--- config.mk ---
export PLATFORM = sky130hd
export DESIGN_NAME = rf_wb_ctrl_flat
export DESIGN_NICKNAME = d
export VERILOG_FILES = /design/src/rtl/npc_rf_pkg.sv /design/src/rtl/rf_wb_ctrl_if.sv /design/src/rtl/rf_scoreboard.sv /design/src/rtl/rf_wb_ctrl.sv /design/src/flat_wrapper.sv
export SDC_FILE = /design/constraint.sdc
export NUM_CORES = 1
export LEC_CHECK = 0
export BUFFER_PORTS_ARGS = -buffer_cell sky130_fd_sc_hd__buf_2
export CORE_MARGIN = 1.5
export CORE_UTILIZATION = 56
export DETAILED_ROUTE_END_ITERATION = 10
export MAX_ROUTING_LAYER = met4
export PLACE_DENSITY = 0.87
export SLEW_MARGIN = 20
export SYNTH_ARGS = -nofsm -noshare
export SYNTH_HDL_FRONTEND = slang
export SYNTH_SLANG_ARGS = --single-unit
--- constraint.sdc ---
create_clock -name clk -period 5.1 [get_ports clk]
set_clock_uncertainty 0.05 [all_clocks]
set_input_delay 0.255 -clock clk [delete_from_list [all_inputs] [get_ports clk]]
set_output_delay 0.255 -clock clk [all_outputs]
set_load 0.01 [all_outputs]
--- src/rtl/npc_rf_pkg.sv ---
// Shared constants and types for the integer register-file write-back path.
// Holds default widths and the write-back requester identifiers.
// No logic; imported by the interface users and the controller modules.
package npc_rf_pkg;

  localparam int DEF_ADDR_WIDTH = 5;
  localparam int DEF_DATA_WIDTH = 32;

  // Requester identity, also used as the round-robin last-grant pointer.
  typedef enum logic {
    REQ_EXU = 1'b0,
    REQ_LSU = 1'b1
  } req_e;

endpackage : npc_rf_pkg

--- src/rtl/rf_wb_ctrl_if.sv ---
// Issue-stage hazard handshake, two write-back requesters and the RF write port.
// Pure wiring bundle: no latency of its own.
// slave = controller side (drives readies and the RF port), master = surroundings.
interface rf_wb_ctrl_if #(
  parameter int ADDR_WIDTH = npc_rf_pkg::DEF_ADDR_WIDTH,
  parameter int DATA_WIDTH = npc_rf_pkg::DEF_DATA_WIDTH
) ();

  logic                  iss_valid;
  logic [ADDR_WIDTH-1:0] iss_rs1;
  logic [ADDR_WIDTH-1:0] iss_rs2;
  logic [ADDR_WIDTH-1:0] iss_rd;
  logic                  iss_wen;
  logic                  iss_ready;

  logic                  exu_valid;
  logic [ADDR_WIDTH-1:0] exu_rd;
  logic [DATA_WIDTH-1:0] exu_wdata;
  logic                  exu_ready;

  logic                  lsu_valid;
  logic [ADDR_WIDTH-1:0] lsu_rd;
  logic [DATA_WIDTH-1:0] lsu_wdata;
  logic                  lsu_ready;

  logic                  rf_wen;
  logic [ADDR_WIDTH-1:0] rf_rd;
  logic [DATA_WIDTH-1:0] rf_wdata;
  logic                  sb_err;

  modport slave (
    input  iss_valid, iss_rs1, iss_rs2, iss_rd, iss_wen,
    output iss_ready,
    input  exu_valid, exu_rd, exu_wdata,
    output exu_ready,
    input  lsu_valid, lsu_rd, lsu_wdata,
    output lsu_ready,
    output rf_wen, rf_rd, rf_wdata, sb_err
  );

  modport master (
    output iss_valid, iss_rs1, iss_rs2, iss_rd, iss_wen,
    input  iss_ready,
    output exu_valid, exu_rd, exu_wdata,
    input  exu_ready,
    output lsu_valid, lsu_rd, lsu_wdata,
    input  lsu_ready,
    input  rf_wen, rf_rd, rf_wdata, sb_err
  );

endinterface : rf_wb_ctrl_if

--- src/rtl/rf_scoreboard.sv ---
// Per-register busy scoreboard with one set port, one clear port and three lookups.
// Lookups are combinational on the registered busy vector; updates land at the edge.
// No backpressure; a set and clear of the same index in one cycle leaves it busy.
module rf_scoreboard import npc_rf_pkg::*; #(
  parameter int ADDR_WIDTH = DEF_ADDR_WIDTH
) (
  input  logic                        clk,
  input  logic                        rst_n,
  input  logic                        set_en_i,
  input  logic [ADDR_WIDTH-1:0]       set_idx_i,
  input  logic                        clr_en_i,
  input  logic [ADDR_WIDTH-1:0]       clr_idx_i,
  input  logic [ADDR_WIDTH-1:0]       rd_idx_a_i,
  input  logic [ADDR_WIDTH-1:0]       rd_idx_b_i,
  input  logic [ADDR_WIDTH-1:0]       rd_idx_c_i,
  output logic                        busy_a_o,
  output logic                        busy_b_o,
  output logic                        busy_c_o,
  output logic [(1<<ADDR_WIDTH)-1:0]  busy_o
);

  localparam int NREG = 1 << ADDR_WIDTH;

  logic [NREG-1:0] busy_q;
  logic [NREG-1:0] busy_d;

  // Next busy vector: clear first so a coincident set wins; x0 is never busy.
  always_comb begin
    busy_d = busy_q;
    if (clr_en_i) busy_d[clr_idx_i] = 1'b0;
    if (set_en_i) busy_d[set_idx_i] = 1'b1;
    busy_d[0] = 1'b0;
  end

  // Busy vector register, cleared asynchronously.
  always_ff @(posedge clk or negedge rst_n) begin
    if (!rst_n) busy_q <= '0;
    else        busy_q <= busy_d;
  end

  assign busy_a_o = busy_q[rd_idx_a_i];
  assign busy_b_o = busy_q[rd_idx_b_i];
  assign busy_c_o = busy_q[rd_idx_c_i];
  assign busy_o   = busy_q;

endmodule : rf_scoreboard

--- src/rtl/rf_wb_ctrl.sv ---
// Write-back controller: round-robin EXU/LSU onto the single RF write port + hazard scoreboard.
// Grant in cycle N drives the registered RF write in N+1; dependent issue unblocks in N+2.
// Ready only accompanies valid, at most one grant per cycle; issue stalls while a source/dest is busy.
module rf_wb_ctrl import npc_rf_pkg::*; #(
  parameter int ADDR_WIDTH = DEF_ADDR_WIDTH,
  parameter int DATA_WIDTH = DEF_DATA_WIDTH
) (
  input  logic        clk,
  input  logic        rst_n,
  rf_wb_ctrl_if.slave bus
);

  localparam int NREG = 1 << ADDR_WIDTH;

  req_e                  last_q, last_d;
  logic                  rf_wen_q, rf_wen_d;
  logic [ADDR_WIDTH-1:0] rf_rd_q, rf_rd_d;
  logic [DATA_WIDTH-1:0] rf_wdata_q, rf_wdata_d;
  logic                  sb_err_q, sb_err_d;

  logic                  exu_gnt, lsu_gnt, gnt;
  logic [ADDR_WIDTH-1:0] gnt_rd;
  logic [DATA_WIDTH-1:0] gnt_wdata;
  logic                  gnt_rd_nz;

  logic                  busy_rs1, busy_rs2, busy_rd;
  logic [NREG-1:0]       busy_vec;
  logic                  iss_ready;
  logic                  dispatch;

  rf_scoreboard #(.ADDR_WIDTH(ADDR_WIDTH)) u_sb (
    .clk        (clk),
    .rst_n      (rst_n),
    .set_en_i   (dispatch),
    .set_idx_i  (bus.iss_rd),
    .clr_en_i   (rf_wen_q),
    .clr_idx_i  (rf_rd_q),
    .rd_idx_a_i (bus.iss_rs1),
    .rd_idx_b_i (bus.iss_rs2),
    .rd_idx_c_i (bus.iss_rd),
    .busy_a_o   (busy_rs1),
    .busy_b_o   (busy_rs2),
    .busy_c_o   (busy_rd),
    .busy_o     (busy_vec)
  );

  // Hazard check and dispatch; no bypass from the write port, so a consumer waits for the commit.
  always_comb begin
    iss_ready = ~(busy_rs1 | busy_rs2 | (bus.iss_wen & busy_rd));
    dispatch  = bus.iss_valid & iss_ready & bus.iss_wen & (bus.iss_rd != '0);
  end

  // Round-robin grant: a lone requester wins, on a tie the one not granted last wins.
  always_comb begin
    exu_gnt   = bus.exu_valid & (~bus.lsu_valid | (last_q == REQ_LSU));
    lsu_gnt   = bus.lsu_valid & (~bus.exu_valid | (last_q == REQ_EXU));
    gnt       = exu_gnt | lsu_gnt;
    gnt_rd    = exu_gnt ? bus.exu_rd    : bus.lsu_rd;
    gnt_wdata = exu_gnt ? bus.exu_wdata : bus.lsu_wdata;
    gnt_rd_nz = gnt_rd != '0;
    last_d    = last_q;
    if (exu_gnt)      last_d = REQ_EXU;
    else if (lsu_gnt) last_d = REQ_LSU;
  end

  // Write-port next state; index/data hold when idle, error flags a write to a non-busy register.
  always_comb begin
    rf_wen_d   = gnt & gnt_rd_nz;
    rf_rd_d    = gnt ? gnt_rd    : rf_rd_q;
    rf_wdata_d = gnt ? gnt_wdata : rf_wdata_q;
    sb_err_d   = sb_err_q | (gnt & gnt_rd_nz & ~busy_vec[gnt_rd]);
  end

  // Pointer and write-port registers; async reset drops any in-flight write immediately.
  always_ff @(posedge clk or negedge rst_n) begin
    if (!rst_n) begin
      last_q     <= REQ_LSU;
      rf_wen_q   <= 1'b0;
      rf_rd_q    <= '0;
      rf_wdata_q <= '0;
      sb_err_q   <= 1'b0;
    end else begin
      last_q     <= last_d;
      rf_wen_q   <= rf_wen_d;
      rf_rd_q    <= rf_rd_d;
      rf_wdata_q <= rf_wdata_d;
      sb_err_q   <= sb_err_d;
    end
  end

  assign bus.iss_ready = iss_ready;
  assign bus.exu_ready = exu_gnt;
  assign bus.lsu_ready = lsu_gnt;
  assign bus.rf_wen    = rf_wen_q;
  assign bus.rf_rd     = rf_rd_q;
  assign bus.rf_wdata  = rf_wdata_q;
  assign bus.sb_err    = sb_err_q;

endmodule : rf_wb_ctrl

--- src/flat_wrapper.sv ---
// flat-port wrapper written by rule: the top's interface ports become plain ports
module rf_wb_ctrl_flat import npc_rf_pkg::*;
#(
  parameter int ADDR_WIDTH = DEF_ADDR_WIDTH,
  parameter int DATA_WIDTH = DEF_DATA_WIDTH
)
  (clk, rst_n, bus_iss_valid, bus_iss_rs1, bus_iss_rs2, bus_iss_rd, bus_iss_wen, bus_iss_ready, bus_exu_valid, bus_exu_rd, bus_exu_wdata, bus_exu_ready, bus_lsu_valid, bus_lsu_rd, bus_lsu_wdata, bus_lsu_ready, bus_rf_wen, bus_rf_rd, bus_rf_wdata, bus_sb_err);
  rf_wb_ctrl_if #(.ADDR_WIDTH(ADDR_WIDTH), .DATA_WIDTH(DATA_WIDTH)) bus_i ();
  input  logic clk;
  input  logic rst_n;
  input wire logic [$bits(bus_i.iss_valid)-1:0] bus_iss_valid;
  input wire logic [$bits(bus_i.iss_rs1)-1:0] bus_iss_rs1;
  input wire logic [$bits(bus_i.iss_rs2)-1:0] bus_iss_rs2;
  input wire logic [$bits(bus_i.iss_rd)-1:0] bus_iss_rd;
  input wire logic [$bits(bus_i.iss_wen)-1:0] bus_iss_wen;
  output wire logic [$bits(bus_i.iss_ready)-1:0] bus_iss_ready;
  input wire logic [$bits(bus_i.exu_valid)-1:0] bus_exu_valid;
  input wire logic [$bits(bus_i.exu_rd)-1:0] bus_exu_rd;
  input wire logic [$bits(bus_i.exu_wdata)-1:0] bus_exu_wdata;
  output wire logic [$bits(bus_i.exu_ready)-1:0] bus_exu_ready;
  input wire logic [$bits(bus_i.lsu_valid)-1:0] bus_lsu_valid;
  input wire logic [$bits(bus_i.lsu_rd)-1:0] bus_lsu_rd;
  input wire logic [$bits(bus_i.lsu_wdata)-1:0] bus_lsu_wdata;
  output wire logic [$bits(bus_i.lsu_ready)-1:0] bus_lsu_ready;
  output wire logic [$bits(bus_i.rf_wen)-1:0] bus_rf_wen;
  output wire logic [$bits(bus_i.rf_rd)-1:0] bus_rf_rd;
  output wire logic [$bits(bus_i.rf_wdata)-1:0] bus_rf_wdata;
  output wire logic [$bits(bus_i.sb_err)-1:0] bus_sb_err;
  assign bus_i.iss_valid = bus_iss_valid;
  assign bus_i.iss_rs1 = bus_iss_rs1;
  assign bus_i.iss_rs2 = bus_iss_rs2;
  assign bus_i.iss_rd = bus_iss_rd;
  assign bus_i.iss_wen = bus_iss_wen;
  assign bus_iss_ready = bus_i.iss_ready;
  assign bus_i.exu_valid = bus_exu_valid;
  assign bus_i.exu_rd = bus_exu_rd;
  assign bus_i.exu_wdata = bus_exu_wdata;
  assign bus_exu_ready = bus_i.exu_ready;
  assign bus_i.lsu_valid = bus_lsu_valid;
  assign bus_i.lsu_rd = bus_lsu_rd;
  assign bus_i.lsu_wdata = bus_lsu_wdata;
  assign bus_lsu_ready = bus_i.lsu_ready;
  assign bus_rf_wen = bus_i.rf_wen;
  assign bus_rf_rd = bus_i.rf_rd;
  assign bus_rf_wdata = bus_i.rf_wdata;
  assign bus_sb_err = bus_i.sb_err;
  rf_wb_ctrl #(.ADDR_WIDTH(ADDR_WIDTH), .DATA_WIDTH(DATA_WIDTH)) u_core (.clk(clk), .rst_n(rst_n), .bus(bus_i));
endmodule
; ---- Word-level counts from Yosys, hierarchy flattened
; Index checks and enable logic that the tools add are counted.
[totals]
out_inout_bits = 42
input_bits = 95
reg_bits = 71
[op_classes]
bitwise_logic = 22
n_reduce_logical = 5
n_mux = 18
order_cmp = 7
[ops]
columns = op, count
row1 = $mux 32, 3
row2 = $and 32x32->32, 1
row3 = $not 32->32, 1
row4 = $or 32x32->32, 1
row5 = $lt 5x6->1 const B, 5
row6 = $bmux 1 s5, 4
row7 = $demux 1 s5, 2
row8 = $ge 5x1->1 const B, 2
row9 = $reduce_bool 5->1, 2
row10 = $and 1x1->1, 8
row11 = $mux 1, 8
row12 = $or 1x1->1, 6
row13 = $mux 5, 1
row14 = $not 1->1, 5
row15 = $logic_and 1x1->1, 2
row16 = $reduce_bool 2->1, 1

; ---- Longest topological paths before layout
; Gate-level depths: netlist of the first run.
[logic_depth]
depth_word = 9
ltp_mapped = 11
mapped_depth_nobuf = 8

; ---- Modules after synthesis
; From an unflattened synthesis of the first run, not the netlist that was laid out.
[hier_totals]
hier_cells = 481
hier_area_um2 = 4550.6
[by_module_without_submodules]
columns = mod, area_per_inst_um2, cells_per_inst, n_inst
row1 = rf_wb_ctrl, 2364.8, 250, 1
row2 = rf_scoreboard, 2185.8, 231, 1

; ---- Least setup slack after synthesis of the first run
; Ideal clock, no wire load.
[synth_timing]
path_kind = input to register
from = input port bus_iss_rs1[0]
to = register u_core.u_sb.busy_q[12] (netlist: u_core.u_sb.busy_o[12])
n_path_buf = 2
required_ps = 4958
arrival_ps = 2387
setup_ps = 92
path_slack_ps = 2570
cell_stages = 8
path_cell_list = buf_2 > mux4_2 > a2111oi_0 > a211o_1 > nand4b_1 > or4_1 > buf_6 > o31ai_2
[synth_between]
elab_chain_len = 9
[synth_lines]
columns = item, line_no
row1 = start: declaration, flat_wrapper.sv:12  ; input wire logic [$bits(bus_i.iss_rs1)-1:0] bus_iss_rs1;
row2 = $bmux 1 s5, rf_scoreboard.sv:41  ; assign busy_a_o = busy_q[rd_idx_a_i];
row3 = $mux 1 (implied by the code), rf_scoreboard.sv:41
row4 = $or 1x1->1 (2 in a row), rf_wb_ctrl.sv:49  ; iss_ready = ~(busy_rs1 | busy_rs2 | (bus.iss_wen & busy_rd));
row5 = $not 1->1, rf_wb_ctrl.sv:49
row6 = $and 1x1->1 (3 in a row), rf_wb_ctrl.sv:50  ; dispatch = bus.iss_valid & iss_ready & bus.iss_wen & (bus.iss_rd != '0);
row7 = $mux 32, rf_scoreboard.sv:31  ; if (set_en_i) busy_d[set_idx_i] = 1'b1;
row8 = via u_core.u_sb.busy_d[12], rf_scoreboard.sv:25  ; logic [NREG-1:0] busy_d;
row9 = end signal: assignment, rf_scoreboard.sv:38  ; else busy_q <= busy_d;
row10 = end: declaration, rf_scoreboard.sv:24  ; logic [NREG-1:0] busy_q;
; The timed path passes the listed nets, and every way through them passes these cells. The select of a mux whose other input is x is not followed.
; A chain may end at the register's enable or synchronous reset.

; ---- Final worst setup path of the first run
[layout_timing]
from = register u_core.u_sb.busy_q[29] (netlist: u_core.u_sb.busy_o[29])
to = register u_core.u_sb.busy_q[26] (netlist: u_core.u_sb.busy_o[26])
[layout_between]
elab_chain_len = 9
elab_cells_between_ends = 14
[layout_lines]
columns = item, line_no
row1 = $bmux 1 s5 (on tied branches), "rf_scoreboard.sv:41, rf_scoreboard.sv:42, rf_scoreboard.sv:43"
row2 = $mux 1 (on tied branches), "rf_scoreboard.sv:41, rf_scoreboard.sv:42, rf_scoreboard.sv:43"
row3 = $or 1x1->1 / $and 1x1->1 (equally long branches), rf_wb_ctrl.sv:49
row4 = $or 1x1->1 (*), rf_wb_ctrl.sv:49
row5 = $not 1->1 (*), rf_wb_ctrl.sv:49
row6 = $and 1x1->1 (*) (3 in a row), rf_wb_ctrl.sv:50
row7 = $mux 32 (*), rf_scoreboard.sv:31
row8 = via u_core.u_sb.busy_d[26], rf_scoreboard.sv:25
; Mark *: on every way through the listed nets, which the timed path passes. The rest lies on a longest branch. The select of a mux whose other input is x is not followed.

==> impl_results.md, run 1 <==
* Syn Nets at 545
* Yosys cell types at 54
* Synthesized area per cell at 9.65 µm²
* Placer Congestion at 0.999
* Least-Margin Pin Slew at 0.896 ns
* Total grt overflow at 0
* CTS root buffer: clkbuf_8
* Setup bufs post-CTS at 0
* Power Dens Cells at 403 mW/mm²
* Worst IR Drop VDD at 0.237 mV
* Drt wl/cell at 19.9 µm
* Via count at 4391
* Slew Limit Fails at 0
* Slew margin rel. at 0.402
* Critical Path RT at 5.28 ns
* CP max FO at 25
* Syn. warnings at 0
* Hpwl dp at 9.48 mm
* Starting density of the core at 0.589
* Clock buffer depth at 2
* Gr usage total at 0.338
* Yosys top cell by area: dfrtp_1
* Non-Filler Instances at 670
* Hold Buf Count CTS at 0
* Area growth syn-to-layout at 19.5%
* First-pass GRT wire length at 21.3 mm
* I/O pin cnt at 137
* Most frequent cells in the layout: buf_2 (136), nor2_1 (73), dfrtp_1 (70), o21ai_0 (35), o22ai_1 (33)
* Fill cells at 546
* Post-synthesis cell area at 0.00434 mm²
* Nets at 661
* Largest net degree at the start of global routing at 72
* Placed Area at 0.00500 mm²
* CTS clock-pin slew for the worst setup and hold paths at 0.08 ns
* Finished Cell Area at 0.00519 mm²
* Final period utilization at 0.592
* CP Data Arrival Time at 3.20 ns
* CTS-repair resized insts at 0
* Worst min-delay path class: primary input to asynchronous set/reset pin
* Placement Rows at 31
* Final Util at 0.704
* Top FF cell, synth: dfrtp_1
* Share of layout cells above drive strength 1 at 0.331
* Core area at 0.00737 mm²
* TritonCTS Buffers at 9
* CP Capture Type: register
* EDFF count, synth at 0
* Final wirelength at 13.4 mm
* Slowest library cell on the worst path: or2_1
* Clock sink total at 71
* RSZ-0062 raised after global routing: false
* Initial DRC Count at 482
* TritonCTS clock tree: yes
* FF-to-FF setup slack at 2.08 ns
* # DRC at 0
* Hold_ws at 0.0680 ns
* Top Family by Delay on Critical Path: multiplexers
* Synthesized flop and latch total at 71
* Max Cap Viol at 0
* Area share of the largest cell type after synthesis at 0.403
* Sum Neg Setup Slack at 0 ns
* Critical-path cell list: mux4_1 -> mux4_2 -> nand2_1 -> nand4b_1 -> or2_1 -> o41ai_1
* Die Height at 91.1 µm
* Via-per-instance ratio at 6.55
* Placed cells at 654
* Post-Syn Instances at 450
* DR pass1 iterations at 7
* CTS H-tree lvls at 3
* Clk Latency, worst-skew pair at 0.34 ns
* Sequential area share after synthesis at 0.410
* Commonest non-fill, non-tap cell in the layout: buf_2
* Fmax at 0.331 GHz
* Final hold violation count at 0
* Antenna diode count at 0
* LEAKAGE at 0.00226 µW
* Status: complete, no violations
* Tmin final at 3.02 ns
* Initial antenna violation count at 0
* Final ANT Viol Nets at 0
* Critical Path Start Type: register
* Async set or reset register ratio after synthesis at 1.00
* Final setup violating endpoints at 0
* Port Buf Inserts at 136
* Area contributors post-synth: dfrtp_1 (40%), mux4_2 (8.8%), nor2_1 (6.3%)
* Bufs and invs on worst path at 0
* Number of global-route vias before repair at 4216
* Total die area at 0.00829 mm²
* Max incr delay on CP at 0.59 ns
* Setup CP Type: register to register
* DIE WIDTH at 91.1 µm
[synthesized netlist by cell type, drive strengths merged (2+ instances only)]
| master | n |
|---|---|
| o31ai | 26 |
| o221ai | 4 |
| a211o | 3 |
| and2 | 2 |
| mux4 | 20 |
| nand2b | 8 |
| o41ai | 6 |
| or3b | 2 |
| clkbuf | 21 |
| a21oi | 15 |
| a31oi | 4 |
| nor2 | 73 |
| and3 | 4 |
| or2 | 6 |
| o21a | 2 |
| a221o | 2 |
| inv | 9 |
| nand3 | 8 |
| o22ai | 33 |
| nor3b | 2 |
| o21ai | 39 |
| a311o | 2 |
| dfrtp | 70 |
| nand3b | 7 |
| mux2i | 19 |
| mux2 | 5 |
| buf | 13 |
| nand2 | 24 |
| nor3 | 4 |
[final cells by class]
cell class | instances | area [µm²] | share of cell area
clock buffers | 10 | 138 | 0.0265
clock inverters | 6 | 45.0 | 0.00868
inverters | 9 | 33.8 | 0.00651
multi-input cells | 336 | 2370 | 0.456
flip-flops and latches | 71 | 1780 | 0.343
well taps | 99 | 124 | 0.0239
repair buffers | 139 | 703 | 0.136
[final timing paths]
check | startpoint | endpoint | depth (start not counted)
setup / recovery | u_core.u_sb.busy_o[29]$_DFF_PN0_ | u_core.u_sb.busy_o[26]$_DFF_PN0_ | 6
hold reg to reg | u_core.last_q$_DFFE_PN1P_ | u_core.last_q$_DFFE_PN1P_ | 2
hold / removal | rst_n | u_core.bus.rf_wdata[27]$_DFFE_PN0P_ | 2
min in group clk | bus_exu_wdata[14] | u_core.bus.rf_wdata[14]$_DFFE_PN0P_ | 3
setup reg to reg | u_core.u_sb.busy_o[29]$_DFF_PN0_ | u_core.u_sb.busy_o[26]$_DFF_PN0_ | 6
max in group asynchronous | rst_n | u_core.u_sb.busy_o[28]$_DFF_PN0_ | 2
[registers in the layout, indices dropped and copies added, names as in the netlist]
register / count
u_core.bus.rf_rd: 5
u_core.bus.rf_wdata: 32
u_core.bus.rf_wen: 1
u_core.bus.sb_err: 1
u_core.last_q: 1
u_core.u_sb.busy_o: 31
[routing by layer]
| layer | track usage | vias up | share of wire |
|---|---|---|---|
| met5 | - | - | 0 |
| met4 | 0.169 | 0 | 0.042 |
| met3 | 0.0946 | 61 | 0.11 |
| met2 | 0.512 | 306 | 0.47 |
| met1 | 0.416 | 2087 | 0.38 |
| li1 | - | 1937 | - |
[through the flow]
step	setup WS, ns	total power, µW
after detailed placement	1.92	1650
after floorplan	2.57	1350
after CTS	1.89	2060
after global routing	1.93	2180
final	2.08	2090
after global placement	1.97	1620
[cells by family (layout without fill, tap and decap cells)]
kind of cell           after synthesis  after routing  share of synthesized area
muxes                               44             44                      0.163
and+or+nand+nor                    147            147                      0.158
DFF                                 71             71                      0.410
buffers and inverters               43            164                     0.0467
AOI/OAI and AO/OA                  145            145                      0.223
[where the power goes]
group / internal [µW] / total, µW / switching (µW)
logic: 355 / 680 / 324
clock network: 191 / 407 / 216
registers: 718 / 1000 / 283
total: 1260 / 2090 / 824
Note: power is estimated with default switching activity, not from simulation.
==> inputs of run 2 (changes only) <==
--- a/config.mk
+++ b/config.mk
@@ -7,10 +7,10 @@
 export LEC_CHECK = 0
 export BUFFER_PORTS_ARGS = -buffer_cell sky130_fd_sc_hd__buf_2
 export CORE_MARGIN = 1.5
-export CORE_UTILIZATION = 56
+export CORE_UTILIZATION = 47
 export DETAILED_ROUTE_END_ITERATION = 10
 export MAX_ROUTING_LAYER = met4
-export PLACE_DENSITY = 0.87
+export PLACE_DENSITY = 0.77
 export SLEW_MARGIN = 20
 export SYNTH_ARGS = -nofsm -noshare
 export SYNTH_HDL_FRONTEND = slang
==> constraint.sdc (replaced) <==
create_clock -name clk -period 2.5 [get_ports clk]
set_clock_uncertainty 0.05 [all_clocks]
set_input_delay 0.125 -clock clk [delete_from_list [all_inputs] [get_ports clk]]
set_output_delay 0.125 -clock clk [all_outputs]
set_load 0.01 [all_outputs]
==> run 2 against run 1 <==
Net effect: the run now ends with setup timing left; register-to-register slack got worse by 2.3 ns; die area up 18%; final area rose by 33%; critical endpoint is now bus_iss_ready; count of clock-buffer cells in the layout stayed put; routed wire length increased by 38%; clock power grew to 2.9 times the previous value; via count is 21% higher; sequential power is 87% higher; power rose to 2.8 times the previous value; combinational power grew to 4.1 times the previous value; sequential cell count stayed put; largest power group is now combinational cells.
==> impl_results.md, run 2 (same netlist as run 1, synthesis figures left out) <==
* Status: complete, but fails checks
* Failing checks: setup timing
* Setup ws final at -0.231 ns
* CTS H-tree lvls at 3
* Critical Path RT at 2.33 ns
* Antenna diode count at 0
* Tmin final at 2.73 ns
* Crit path capture: bus_iss_ready
* Total grt overflow at 0
* Clock buffer depth at 2
* Final period utilization at 1.09
* TritonCTS Buffers at 9
* Via-per-instance ratio at 6.48
* CP Capture Type: output port
* Initial antenna violation count at 0
* FF-to-FF setup slack at -0.22 ns
* TritonCTS clock tree: yes
* Placer Congestion at 0.999
* Max Cap Viol at 0
* Nets at 799
* DIE WIDTH at 99.1 µm
* I/O pin cnt at 137
* Global routing usage on met2 at 0.602
* Final wirelength at 18.4 mm
* Worst R2R Path Depth at 6
* Bufs and invs on worst path at 2
* CP Data Arrival Time at 2.56 ns
* Initial DRC Count at 681
* Fmax at 0.366 GHz
* Slew Limit Fails at 0
* Crit Reg-Reg Startpoint: u_core.u_sb.busy_o[20]$_DFF_PN0_
* Most frequent cells in the layout: buf_2 (136), nor2_1 (73), dfrtp_1 (70), buf_4 (65), dlygate4sd3_1 (63)
* Fill cells at 516
* CTS root buffer: clkbuf_8
* Max incr delay on CP at 0.49 ns
* Number of global-route vias before repair at 4934
* Core area at 0.00885 mm²
* Non-Filler Instances at 817
* Placed cells at 717
* Power Dens Cells at 845 mW/mm²
* Final hold violation count at 0
* Final setup violating endpoints at 32
* Via count at 5292
* Critical R2R Capture: u_core.u_sb.busy_o[12]$_DFF_PN0_
* CP max FO at 3
* Worst min-delay path class: primary input to register
* Total Power at 5830 µW
* Die Height at 99.1 µm
* Placed Area at 0.00545 mm²
* First-pass GRT wire length at 26.8 mm
* Share of layout cells above drive strength 1 at 0.420
* Critical-path cell list: mux4_1 -> mux4_2 -> nand2_1 -> nand4b_1 -> buf_4 -> a21oi_2 -> buf_2
* Least-Margin Pin Slew at 0.545 ns
* # DRC at 0
* DR pass1 iterations at 6
* Gr usage total at 0.367
* GR peak layer: met2
* Final ANT Viol Nets at 0
* Met1 usage at 0.455
* Clock sink total at 71
* Worst IR Drop VDD at 0.498 mV
* CP Depth at 7
* CTS clock-pin slew for the worst setup and hold paths at 0.08 ns
* Clk Latency, worst-skew pair at 0.37 ns
* Placement Rows at 34
* Total die area at 0.00982 mm²
* Drt wl/cell at 22.6 µm
* Area growth syn-to-layout at 58.8%
* Commonest non-fill, non-tap cell in the layout: buf_2
* Port Buf Inserts at 136
* Setup CP Type: register to output port
* Critical Path Start Type: register
* Slew margin rel. at 0.635
* Grt met3 use at 0.0773
* LEAKAGE at 0.00302 µW
* Finished Cell Area at 0.00689 mm²
* Top Family by Delay on Critical Path: multiplexers
* Crit path from: u_core.u_sb.busy_o[20]$_DFF_PN0_
* RSZ-0062 raised after global routing: true
* Slowest library cell on the worst path: mux4_1
* Max reg flops at 32
* Starting density of the core at 0.491
* Largest net degree at the start of global routing at 72
* Hpwl dp at 10.9 mm
==> run 2: changes by cell type in the layout (fill, tap and decap cells not counted), moves of 3 or more <==
cell           before  now
o31ai_1            21    1
clkinvlp_4          3    0
o31ai_4             0   17
o41ai_2             0    4
buf_4               3   65
buf_6               0    9
bufinv_16           0    3
o41ai_1             6    1
dlygate4sd3_1       0   63
o31ai_2             5    8
==> run 2: worst reg2reg max path: stages, from the launching register on <==
cell,delay (ns)
dfrtp_1,0.43
mux4_1,0.49
mux4_2,0.45
nand2_1,0.08
nand4b_1,0.22
or4_4,0.63
o31ai_2,0.27
==> run 2: how the worst min path moves through the flow <==
stage	start	to	slack, ns	cells past startpoint
6_report	bus_lsu_wdata[20]	u_core.bus.rf_wdata[20]$_DFFE_PN0P_	0.02	3
5_1_grt	bus_lsu_wdata[13]	u_core.bus.rf_wdata[13]$_DFFE_PN0P_	0.03	3
4_1_cts	bus_lsu_wdata[20]	u_core.bus.rf_wdata[20]$_DFFE_PN0P_	0.004	3
3_5_place_dp	rst_n	u_core.bus.rf_wdata[20]$_DFFE_PN0P_	0.13	2
3_3_place_gp	rst_n	u_core.bus.rf_wdata[10]$_DFFE_PN0P_	0.13	2
2_1_floorplan	rst_n	u_core.bus.rf_rd[0]$_DFFE_PN0P_	-0.22	0
==> run 2: layout make-up <==
| type | instances | area, µm² | area share |
|---|---|---|---|
| Clock inverter | 6 | 116 | 0.0169 |
| Inverter | 9 | 33.8 | 0.00490 |
| Timing Repair Buffer | 277 | 1980 | 0.288 |
| Clock buffer | 10 | 138 | 0.0200 |
| Sequential cell | 71 | 1780 | 0.258 |
| Multi-Input combinational cell | 336 | 2710 | 0.393 |
| Tap cell | 108 | 135 | 0.0196 |
==> run 2: stage by stage <==
stage               TNS (ns)  setup WS, ns  hold slack (ns)   util
finish                 -4.14        -0.231           0.0198  0.779
floorplan                  0        0.0206           -0.221      -
global route           -5.88        -0.303           0.0255  0.779
global placement       -3.02        -0.183            0.132  0.615
detailed placement     -5.65        -0.298            0.132  0.615
CTS                    -2.62        -0.197          0.00405  0.754
==> run 2: routing by layer <==
metal  wire, µm  vias to the layer above
li1           -                     2210
met1       6520                     2549
met4        922                        0
met5          0                        -
met2       8950                      428
met3       2050                      105
==> run 2: what timing repair did <==
| action | 4_1_cts | 5_1_grt |
|---|---|---|
| buffers inserted | 7 | 16 |
| pin swaps | 24 | 11 |
| hold buffers | 63 | 0 |
| gates cloned | 1 | 0 |
| resized for setup | 46 | 23 |
| hold endpoints to repair | 102 | 0 |
| setup endpoints to repair | 32 | 33 |
==> run 2: power by group <==
part / internal (µW) / total [µW] / switching, µW
logic: 1500 / 2780 / 1290
registers: 1470 / 1870 / 405
clock network: 697 / 1180 / 478
